[src/rtl/m_fetch_pkg.sv]
// Shared core types for the front end: fetched and decoded bundles,
// instruction size, default boot PC, and the fetch FSM state encoding.
package m_fetch_pkg;

    localparam int unsigned INSTR_BYTES = 4;
    localparam logic [31:0] DEFAULT_RESET_PC = 32'h0000_0000;

    // One queued fetch result handed to m_decoder.
    typedef struct packed {
        logic [31:0] instruction;
        logic [31:0] pc;
        logic        fault;
    } s_fetched;

    // Decoder output bundle, consumed by issue.
    typedef struct packed {
        logic [6:0]  opcode;
        logic [4:0]  rd;
        logic [4:0]  rs1;
        logic [4:0]  rs2;
        logic [31:0] imm;
        logic [31:0] pc;
        logic        fault;
    } s_decoded;

    typedef enum logic {
        ST_RUN  = 1'b0,
        ST_HALT = 1'b1
    } e_fetch_state;

    function automatic logic [31:0] word_align(input logic [31:0] a);
        return {a[31:2], 2'b00};
    endfunction

endpackage

[src/rtl/m_fetch_if.sv]
// Fetch-stage bus: instruction memory request/response, back-end redirect
// and the decoder handshake. master = fetch stage, slave = its environment.
interface m_fetch_if;

    logic        mem_req_valid;
    logic        mem_req_ready;
    logic [31:0] mem_req_addr;
    logic        mem_resp_valid;
    logic [31:0] mem_resp_data;
    logic        mem_resp_error;
    logic        redirect_valid;
    logic [31:0] redirect_pc;
    logic        instruction_valid;
    logic        instruction_ready;
    logic [31:0] instruction;
    logic [31:0] instruction_pc;
    logic        instruction_fault;

    modport master (
        output mem_req_valid,
        input  mem_req_ready,
        output mem_req_addr,
        input  mem_resp_valid,
        input  mem_resp_data,
        input  mem_resp_error,
        input  redirect_valid,
        input  redirect_pc,
        output instruction_valid,
        input  instruction_ready,
        output instruction,
        output instruction_pc,
        output instruction_fault
    );

    modport slave (
        input  mem_req_valid,
        output mem_req_ready,
        input  mem_req_addr,
        output mem_resp_valid,
        output mem_resp_data,
        output mem_resp_error,
        output redirect_valid,
        output redirect_pc,
        input  instruction_valid,
        output instruction_ready,
        input  instruction,
        input  instruction_pc,
        input  instruction_fault
    );

endinterface

[src/rtl/m_fifo.sv]
// Synchronous FIFO of s_fetched entries with flush.
// Ports: clk, reset, flush, push/push_data, pop, head, empty, count.
module m_fifo
    import m_fetch_pkg::*;
#(
    parameter int DEPTH = 4
) (
    input  logic                     clk,
    input  logic                     reset,
    input  logic                     flush,
    input  logic                     push,
    input  s_fetched                 push_data,
    input  logic                     pop,
    output s_fetched                 head,
    output logic                     empty,
    output logic [$clog2(DEPTH):0]   count
);

    localparam int AW = $clog2(DEPTH);
    localparam int CW = AW + 1;

    s_fetched          mem [DEPTH];
    logic [AW-1:0]     wr_ptr;
    logic [AW-1:0]     rd_ptr;
    logic              full;
    logic              do_push;
    logic              do_pop;

    assign empty   = (count == '0);
    assign full    = (count == CW'(DEPTH));
    assign do_push = push && !full;
    assign do_pop  = pop && !empty;
    assign head    = mem[rd_ptr];

    always_ff @(posedge clk) begin
        if (reset || flush) begin
            wr_ptr <= '0;
            rd_ptr <= '0;
            count  <= '0;
        end else begin
            if (do_push) wr_ptr <= wr_ptr + AW'(1);
            if (do_pop)  rd_ptr <= rd_ptr + AW'(1);
            count <= count + CW'(do_push) - CW'(do_pop);
        end
    end

    // Storage needs no reset: entries are only visible below count.
    always_ff @(posedge clk) begin
        if (do_push && !reset && !flush) mem[wr_ptr] <= push_data;
    end

    // The fetch credit scheme must never push into a full queue.
    always_ff @(posedge clk) begin
        if (!reset && !flush) begin
            assert (!(push && full))
                else $error("m_fifo: push into full queue");
        end
    end

endmodule

[src/rtl/m_fetch.sv]
// Instruction fetch stage: sequential PC generation, in-flight tracking,
// stale-response discard on redirect, and queued delivery to m_decoder.
// Ports: clk, reset (sync, active-high), bus (m_fetch_if.master).
module m_fetch
    import m_fetch_pkg::*;
#(
    parameter logic [31:0] RESET_PC        = DEFAULT_RESET_PC,
    parameter int          QUEUE_DEPTH     = 4,
    parameter int          MAX_OUTSTANDING = 4
) (
    input  logic        clk,
    input  logic        reset,
    m_fetch_if.master   bus
);

    localparam int OW = $clog2(MAX_OUTSTANDING + 1);
    localparam int QW = $clog2(QUEUE_DEPTH) + 1;

    e_fetch_state    state;
    e_fetch_state    state_next;
    logic [31:0]     fetch_pc;
    logic [31:0]     resp_pc;
    logic [OW-1:0]   outstanding;
    logic [OW-1:0]   outstanding_next;
    logic [OW-1:0]   discard;
    logic [31:0]     redirect_aligned;

    logic            req_valid;
    logic            accept;
    logic            pop;
    logic            resp_take;
    logic            push;
    logic            credit_ok;

    s_fetched        push_data;
    s_fetched        head;
    logic            empty;
    logic [QW-1:0]   count;

    assign redirect_aligned = word_align(bus.redirect_pc);
    assign pop       = !empty && bus.instruction_ready;
    // A response with nothing in flight can only be a leftover from
    // before reset; it is ignored so the counters never underflow.
    assign resp_take = bus.mem_resp_valid && (outstanding != '0);
    assign push      = resp_take && (discard == '0)
                     && (state == ST_RUN) && !bus.redirect_valid;
    assign accept    = req_valid && bus.mem_req_ready;

    // Reserve a queue slot for every in-flight request so that a
    // returning response always has room.
    assign credit_ok = (int'(count) + int'(outstanding) - int'(pop))
                     < QUEUE_DEPTH;

    assign outstanding_next = outstanding + OW'(accept) - OW'(resp_take);

    always_comb begin
        push_data             = '0;
        push_data.pc          = resp_pc;
        push_data.fault       = bus.mem_resp_error;
        push_data.instruction = bus.mem_resp_error ? 32'h0 : bus.mem_resp_data;
    end

    // FSM: state register.
    always_ff @(posedge clk) begin
        if (reset) state <= ST_RUN;
        else       state <= state_next;
    end

    // FSM: next state.
    always_comb begin
        state_next = state;
        case (state)
            ST_RUN: begin
                if (push && bus.mem_resp_error) state_next = ST_HALT;
            end
            ST_HALT: begin
                if (bus.redirect_valid) state_next = ST_RUN;
            end
            default: state_next = ST_RUN;
        endcase
    end

    // FSM: outputs.
    always_comb begin
        req_valid = 1'b0;
        if (!reset && state == ST_RUN && !bus.redirect_valid
            && int'(outstanding) < MAX_OUTSTANDING && credit_ok) begin
            req_valid = 1'b1;
        end
    end

    always_ff @(posedge clk) begin
        if (reset) begin
            fetch_pc    <= RESET_PC;
            resp_pc     <= RESET_PC;
            outstanding <= '0;
            discard     <= '0;
        end else begin
            outstanding <= outstanding_next;
            if (bus.redirect_valid) begin
                fetch_pc <= redirect_aligned;
                resp_pc  <= redirect_aligned;
                // Everything still in flight belongs to the old path.
                discard  <= outstanding_next;
            end else begin
                if (accept) fetch_pc <= fetch_pc + 32'(INSTR_BYTES);
                if (push)   resp_pc  <= resp_pc + 32'(INSTR_BYTES);
                if (resp_take && discard != '0) discard <= discard - OW'(1);
            end
        end
    end

    m_fifo #(
        .DEPTH (QUEUE_DEPTH)
    ) u_queue (
        .clk       (clk),
        .reset     (reset),
        .flush     (bus.redirect_valid),
        .push      (push),
        .push_data (push_data),
        .pop       (pop),
        .head      (head),
        .empty     (empty),
        .count     (count)
    );

    assign bus.mem_req_valid     = req_valid;
    assign bus.mem_req_addr      = fetch_pc;
    assign bus.instruction_valid = !empty;
    assign bus.instruction       = empty ? 32'h0 : head.instruction;
    assign bus.instruction_pc    = empty ? 32'h0 : head.pc;
    assign bus.instruction_fault = !empty && head.fault;

endmodule

[src/flat_wrapper.sv]
// flat-port wrapper written by rule: the top's interface ports become plain ports
module m_fetch_flat import m_fetch_pkg::*;
#(
    parameter logic [31:0] RESET_PC        = DEFAULT_RESET_PC,
    parameter int          QUEUE_DEPTH     = 4,
    parameter int          MAX_OUTSTANDING = 4
)
  (clk, reset, bus_mem_req_valid, bus_mem_req_ready, bus_mem_req_addr, bus_mem_resp_valid, bus_mem_resp_data, bus_mem_resp_error, bus_redirect_valid, bus_redirect_pc, bus_instruction_valid, bus_instruction_ready, bus_instruction, bus_instruction_pc, bus_instruction_fault);
  m_fetch_if bus_i ();
  input  logic clk;
  input  logic reset;
  output wire logic [$bits(bus_i.mem_req_valid)-1:0] bus_mem_req_valid;
  input wire logic [$bits(bus_i.mem_req_ready)-1:0] bus_mem_req_ready;
  output wire logic [$bits(bus_i.mem_req_addr)-1:0] bus_mem_req_addr;
  input wire logic [$bits(bus_i.mem_resp_valid)-1:0] bus_mem_resp_valid;
  input wire logic [$bits(bus_i.mem_resp_data)-1:0] bus_mem_resp_data;
  input wire logic [$bits(bus_i.mem_resp_error)-1:0] bus_mem_resp_error;
  input wire logic [$bits(bus_i.redirect_valid)-1:0] bus_redirect_valid;
  input wire logic [$bits(bus_i.redirect_pc)-1:0] bus_redirect_pc;
  output wire logic [$bits(bus_i.instruction_valid)-1:0] bus_instruction_valid;
  input wire logic [$bits(bus_i.instruction_ready)-1:0] bus_instruction_ready;
  output wire logic [$bits(bus_i.instruction)-1:0] bus_instruction;
  output wire logic [$bits(bus_i.instruction_pc)-1:0] bus_instruction_pc;
  output wire logic [$bits(bus_i.instruction_fault)-1:0] bus_instruction_fault;
  assign bus_mem_req_valid = bus_i.mem_req_valid;
  assign bus_i.mem_req_ready = bus_mem_req_ready;
  assign bus_mem_req_addr = bus_i.mem_req_addr;
  assign bus_i.mem_resp_valid = bus_mem_resp_valid;
  assign bus_i.mem_resp_data = bus_mem_resp_data;
  assign bus_i.mem_resp_error = bus_mem_resp_error;
  assign bus_i.redirect_valid = bus_redirect_valid;
  assign bus_i.redirect_pc = bus_redirect_pc;
  assign bus_instruction_valid = bus_i.instruction_valid;
  assign bus_i.instruction_ready = bus_instruction_ready;
  assign bus_instruction = bus_i.instruction;
  assign bus_instruction_pc = bus_i.instruction_pc;
  assign bus_instruction_fault = bus_i.instruction_fault;
  m_fetch #(.RESET_PC(RESET_PC), .QUEUE_DEPTH(QUEUE_DEPTH), .MAX_OUTSTANDING(MAX_OUTSTANDING)) u_core (.clk(clk), .reset(reset), .bus(bus_i));
endmodule
[config.mk]
export PLATFORM = sky130hd
export DESIGN_NAME = m_fetch_flat
export DESIGN_NICKNAME = d
export VERILOG_FILES = /design/src/rtl/m_fetch_pkg.sv /design/src/rtl/m_fetch_if.sv /design/src/rtl/m_fifo.sv /design/src/rtl/m_fetch.sv /design/src/flat_wrapper.sv
export SDC_FILE = /design/constraint.sdc
export NUM_CORES = 1
export LEC_CHECK = 0
export CORE_ASPECT_RATIO = 1.25
export CORE_MARGIN = 2
export CORE_UTILIZATION = 40
export DETAILED_ROUTE_END_ITERATION = 16
export PLACE_DENSITY = 0.6
export SETUP_SLACK_MARGIN = 0.2
export SLEW_MARGIN = 30
export SYNTH_ARGS = -nofsm -noshare
export SYNTH_HDL_FRONTEND = slang
export SYNTH_HIERARCHICAL = 1
export SYNTH_SLANG_ARGS = --single-unit
[constraint.sdc]
create_clock -name clk -period 12.07 [get_ports clk]
set_input_delay 3.621 -clock clk [delete_from_list [all_inputs] [get_ports clk]]
set_output_delay 3.621 -clock clk [all_outputs]
set_load 0.02 [all_outputs]
# Yosys cells after proc, flatten, opt, wreduce, memory -nomap -nowiden
# Memories as Yosys holds them, arrays and structs flattened. A register that Yosys moved wholly into a read port is not among the register bits.
# Cells that the tools add are included.
# totals
output_inout_bits	99
regBits	78
latchBits	0
mem_count	1
inputBits	71
ram_bits	260
elab_cells	73
rom_bits	0
# memory_table
name	words	width	rd	rd_ports_with_merged_regs	wr	line_no	text
u_core.u_queue.mem	4	65	1	1	1	m_fifo.sv:22	s_fetched mem [DEPTH];
# classes
shift	0
n_eq_ne	1
div	0
n_mux	17
n_reduce_logical	30
order_cmp	2
multipliers	0
n_addsub	11
bitwise_logic	1
# op_table
cell	n
$mux W32	7
$add A32 B3 Y32 const B	2
$lt A32 B4 Y1 const B	1
$sub A32 B2 Y32	1
$logic_and A1 B1 Y1	17
$add A3 B1 Y3	2
$logic_not A3 Y1	2
$mux W3	2
$reduce_bool A2 Y1	3
$reduce_bool A3 Y1	2
$sub A3 B1 Y3	2
$mux W1	5
$add A2 B1 Y2 const B	2
$add A3 B3 Y4	1
$logic_not A1 Y1	4
$mux W2	2
$eq A3 B3 Y1 const B	1
$lt A3 B3 Y1 const B	1
$sub A3 B1 Y3 const B	1
$pmux W1 S2	1
$reduce_or A2 Y1	1
$logic_or A1 B1 Y1	1
$not A1 Y1	1

# Logic depth before layout (Yosys ltp)
# depth
ltp_word	11
ltp_mapped	20
depth_no_buf	17

# Modules after synthesis
# Netlist, hierarchy kept.
# modules_own_cells
mod	seq_area_each_um2	cells_each	instances	area_per_inst_um2
m_fifo	7987.7	389	1	9900.7
m_fetch	1341.3	592	1	4642.0

# Least setup slack after synthesis
# Ideal clock, no wire load.
# synth_path
path_type	in2out
start	input bus_instruction_ready
end	output bus_mem_req_valid
setup_slack_ns	3.113
required_ns	8.449
path_stages	9
path_buffers	1
arrival_time_ns	5.336
cell_sequence	nor2b_1 ha_1 inv_1 ha_1 and3b_1 or4_1 buf_2 nand2_1 and2_1
# synth_between
elab_chain_len	5
# synth_rtl
item	line_no	text
start: declaration	flat_wrapper.sv:21	input wire logic [$bits(bus_i.instruction_ready)-1:0] bus_instruction_ready;
$logic_and A1 B1 Y1	m_fetch.sv:41	assign pop = !empty && bus.instruction_ready;
$sub A32 B2 Y32	m_fetch.sv:51	assign credit_ok = (int'(count) + int'(outstanding) - int'(pop))
$lt A32 B4 Y1	m_fetch.sv:52	< QUEUE_DEPTH;
$logic_and A1 B1 Y1	m_fetch.sv:87	&& int'(outstanding) < MAX_OUTSTANDING && credit_ok) begin
$mux W1	m_fetch.sv:86	if (!reset && state == ST_RUN && !bus.redirect_valid
end: declaration	flat_wrapper.sv:12	output wire logic [$bits(bus_i.mem_req_valid)-1:0] bus_mem_req_valid;
# No other way between the ends.

# Final worst setup path
# layout_path
start	input bus_instruction_ready
end	output bus_mem_req_valid
# layout_between
elab_chain_len	5
# layout_rtl
item	line_no	text
$logic_and A1 B1 Y1	m_fetch.sv:41	
via u_core.pop	m_fetch.sv:30	logic pop;
$sub A32 B2 Y32	m_fetch.sv:51	
$lt A32 B4 Y1	m_fetch.sv:52	
$logic_and A1 B1 Y1	m_fetch.sv:87	
$mux W1	m_fetch.sv:86	
# The timed path passes the listed nets, and every way through them passes these cells.

==> results.json <==
{
  "synth.top_cells.by_count": "260 x edfxtp_1, 103 x nor2b_1, 76 x dfxtp_1",
  "ys_types": 70,
  "rsz0062_at_grt": "false",
  "die_y_um": 217,
  "synth-edff-count": 260,
  "drc": 0,
  "ys.flop_type": "edfxtp_1",
  "numCtsBuffers": 35,
  "via_per_inst": 5.26,
  "final_antenna_net_count": 0,
  "critPathMaxFanout": 6,
  "post-cts-setup-buffer-count": 0,
  "num-fill-cells": 3099,
  "seq_area_frac_synth_pct": 64.1,
  "arrival_ps": 6640,
  "maxSlewHeadroom_pct": 41.2,
  "clock_insertion_delay_worst_skew_ps": 510,
  "drt_iter0_drc": 588,
  "hpwl_um": 19000,
  "drv_slew": 0,
  "nNetsFinal": 1236,
  "final-instance-count-excl-fill": 1652,
  "cp.required_ps": 8450,
  "dp.cells": 1589,
  "drv_cap": 0,
  "tns_ps": 0,
  "finalHoldViolCount": 0,
  "antenna_found_initial": 0,
  "synth_cells": 981,
  "synth_top_area_cell": "edfxtp_1",
  "tightest_slew_ps": 883,
  "status": "finished clean",
  "setup_viol": 0,
  "path_class": "in -> out",
  "min_path_type": "reg -> reg",
  "grt_pass1_vias": 8850,
  "synth_area_per_cell_um2": 14.8,
  "startpoint_type": "primary input",
  "syn_area_um2": 14500,
  "synthTopCellsByArea": "edfxtp_1 54%, dfxtp_1 10%, mux4_2 10%",
  "powerDensity_nw_per_um2": 150,
  "wl_met1_um": 13900,
  "io_pins": 170,
  "min_path_cells": 2,
  "worst_setup_path_end_kind": "output port",
  "synth-seq-cells": 336,
  "cts_hold_buf": 0,
  "fp.dieW_um": 175,
  "final-seq-area_um2": 9330,
  "holdWs_ps": 494,
  "cts_root_buf": "clkbuf_16",
  "period_share_pct": 85.0,
  "p_total_mw": 2.65,
  "ir_drop_mv": 0.0870,
  "die-area_um2": 37900,
  "highest_layer": "met4",
  "grt_use_total_pct": 16.8,
  "p_leak_nw": 5.63,
  "wl_met2_um": 15500,
  "multiInputGateArea_um2": 4750,
  "io_buffers": 165,
  "r2r_cells": 18,
  "diodes": 0,
  "core_um2": 36100,
  "yosysTopAreaCellShare_pct": 53.7,
  "start_util_pct": 40.3,
  "cts.sinks": 336,
  "clock_skew_ps": 10.0,
  "final_core_util_pct": 49.0,
  "grt_pass1_wl_um": 49700,
  "synth.most_common_cell": "edfxtp_1",
  "totalWireLength_um": 31700,
  "synthToLayoutAreaGrowth_pct": 21.6,
  "grt_max_degree": 69,
  "period_minus_slack_ps": 10260,
  "drive_gt1_share_pct": 12.8,
  "cts_resized": 0,
  "cts_buffer_depth": 3,
  "vias": 8685,
  "fmax_ghz": 0.0975,
  "fp-row-count": 78,
  "firstDrtPassIters": 7,
  "htree_num_levels": 2,
  "async_flop_share_pct": 0,
  "place_congestion": 0.831,
  "path_clk_slew_ps": 50,
  "ys_warn_count": 6,
  "routed-wl-met3_um": 1770,
  "cts_tree": "done",
  "gr-total-overflow": 0,
  "wire_per_inst_um": 19.2
}
## kinds of logic (layout without fill, tap and decap cells)
kind of cell,Yosys count,in the layout,share of synthesized area (%)
flops,336,336,64.1
simple gates,293,293,11.5
compound gates,125,125,6.24
buf+inv,97,279,3.51
mux,70,70,10.4
xor+xnor,40,40,2.41
fa+ha+maj,19,19,1.74
other cells,1,10,0.0258
## stage by stage
stage               area, µm²  worst slack (ps)
floorplan               14600              3110
global placement        16600              1790
detailed placement      16600              1770
CTS                     17700              1770
global route            17700              1630
finish                  17700              1810
## path summary, 6_finish.rpt
check             slack, ps                 to                startpoint
hold reg to reg         490          flip-flop  u_core/u_queue/rd_ptr[0]
setup reg to reg       7270  u_core/discard[2]   u_core/u_queue/count[1]
hold / removal          490          flip-flop  u_core/u_queue/rd_ptr[0]
setup / recovery       1810  bus_mem_req_valid     bus_instruction_ready
## worst max-delay path, cell delays in order
cell and delay, ps:
clkdlybuf4s50_1 450, nor2b_1 270, ha_1 200, inv_1 40
ha_1 250, and3b_1 200, or4_1 640, nand2_1 210
and2_1 150, clkdlybuf4s50_1 600
## state kept, by name, indices dropped and copies added, names as in the netlist, named ones only
register,count
u_core/u_queue/rd_ptr,2
u_core/u_queue/count,3
u_core/bus.mem_req_addr,30
u_core/discard,3
u_core/u_queue/wr_ptr,2
u_core/outstanding,3
u_core/resp_pc,30
u_core/u_queue/mem,260
u_core/state,1
## layout by cell type, fill, tap and decap left out, types with 9 or more instances in the layout
cell type and instances:
edfxtp_1 260, clkdlybuf4s50_1 162, nor2b_1 103, dfxtp_1 74, mux4_2 65, nand2_1 39, inv_1 38, clkbuf_16 37
nor2_1 28, a21oi_1 26, nand3_1 24, xnor2_1 24, nand4_1 22, a211oi_1 19, ha_1 17, xor2_1 16
a21boi_0 15, a31oi_1 13, and2_1 11, and3_1 10, nor4_1 10, conb_1 10, o211ai_1 9, and4_1 9
nor3_1 9
## where the power goes
part	switching, mW	internal, mW	total [mW]
sequential	0.0351	1.28	1.32
clock	0.430	0.613	1.04
combinational	0.162	0.130	0.292
total	0.627	2.02	2.65
## final cells by class
| cell class | count | share of cell area [%] |
|---|---|---|
| repair buffers | 176 | 9.83 |
| well taps | 480 | 3.40 |
| clock inverters | 13 | 0.502 |
| clock buffers | 50 | 5.79 |
| multi-input cells | 557 | 26.8 |
| flip-flops and latches | 336 | 52.8 |
| inverters | 40 | 0.849 |
## layer usage
layer	vias up	global-route usage, %
li1	4063	-
met4	0	4.69
met1	4302	22.0
met3	46	3.23
met5	-	0
met2	274	28.6
(Power assumes the default switching activity.)
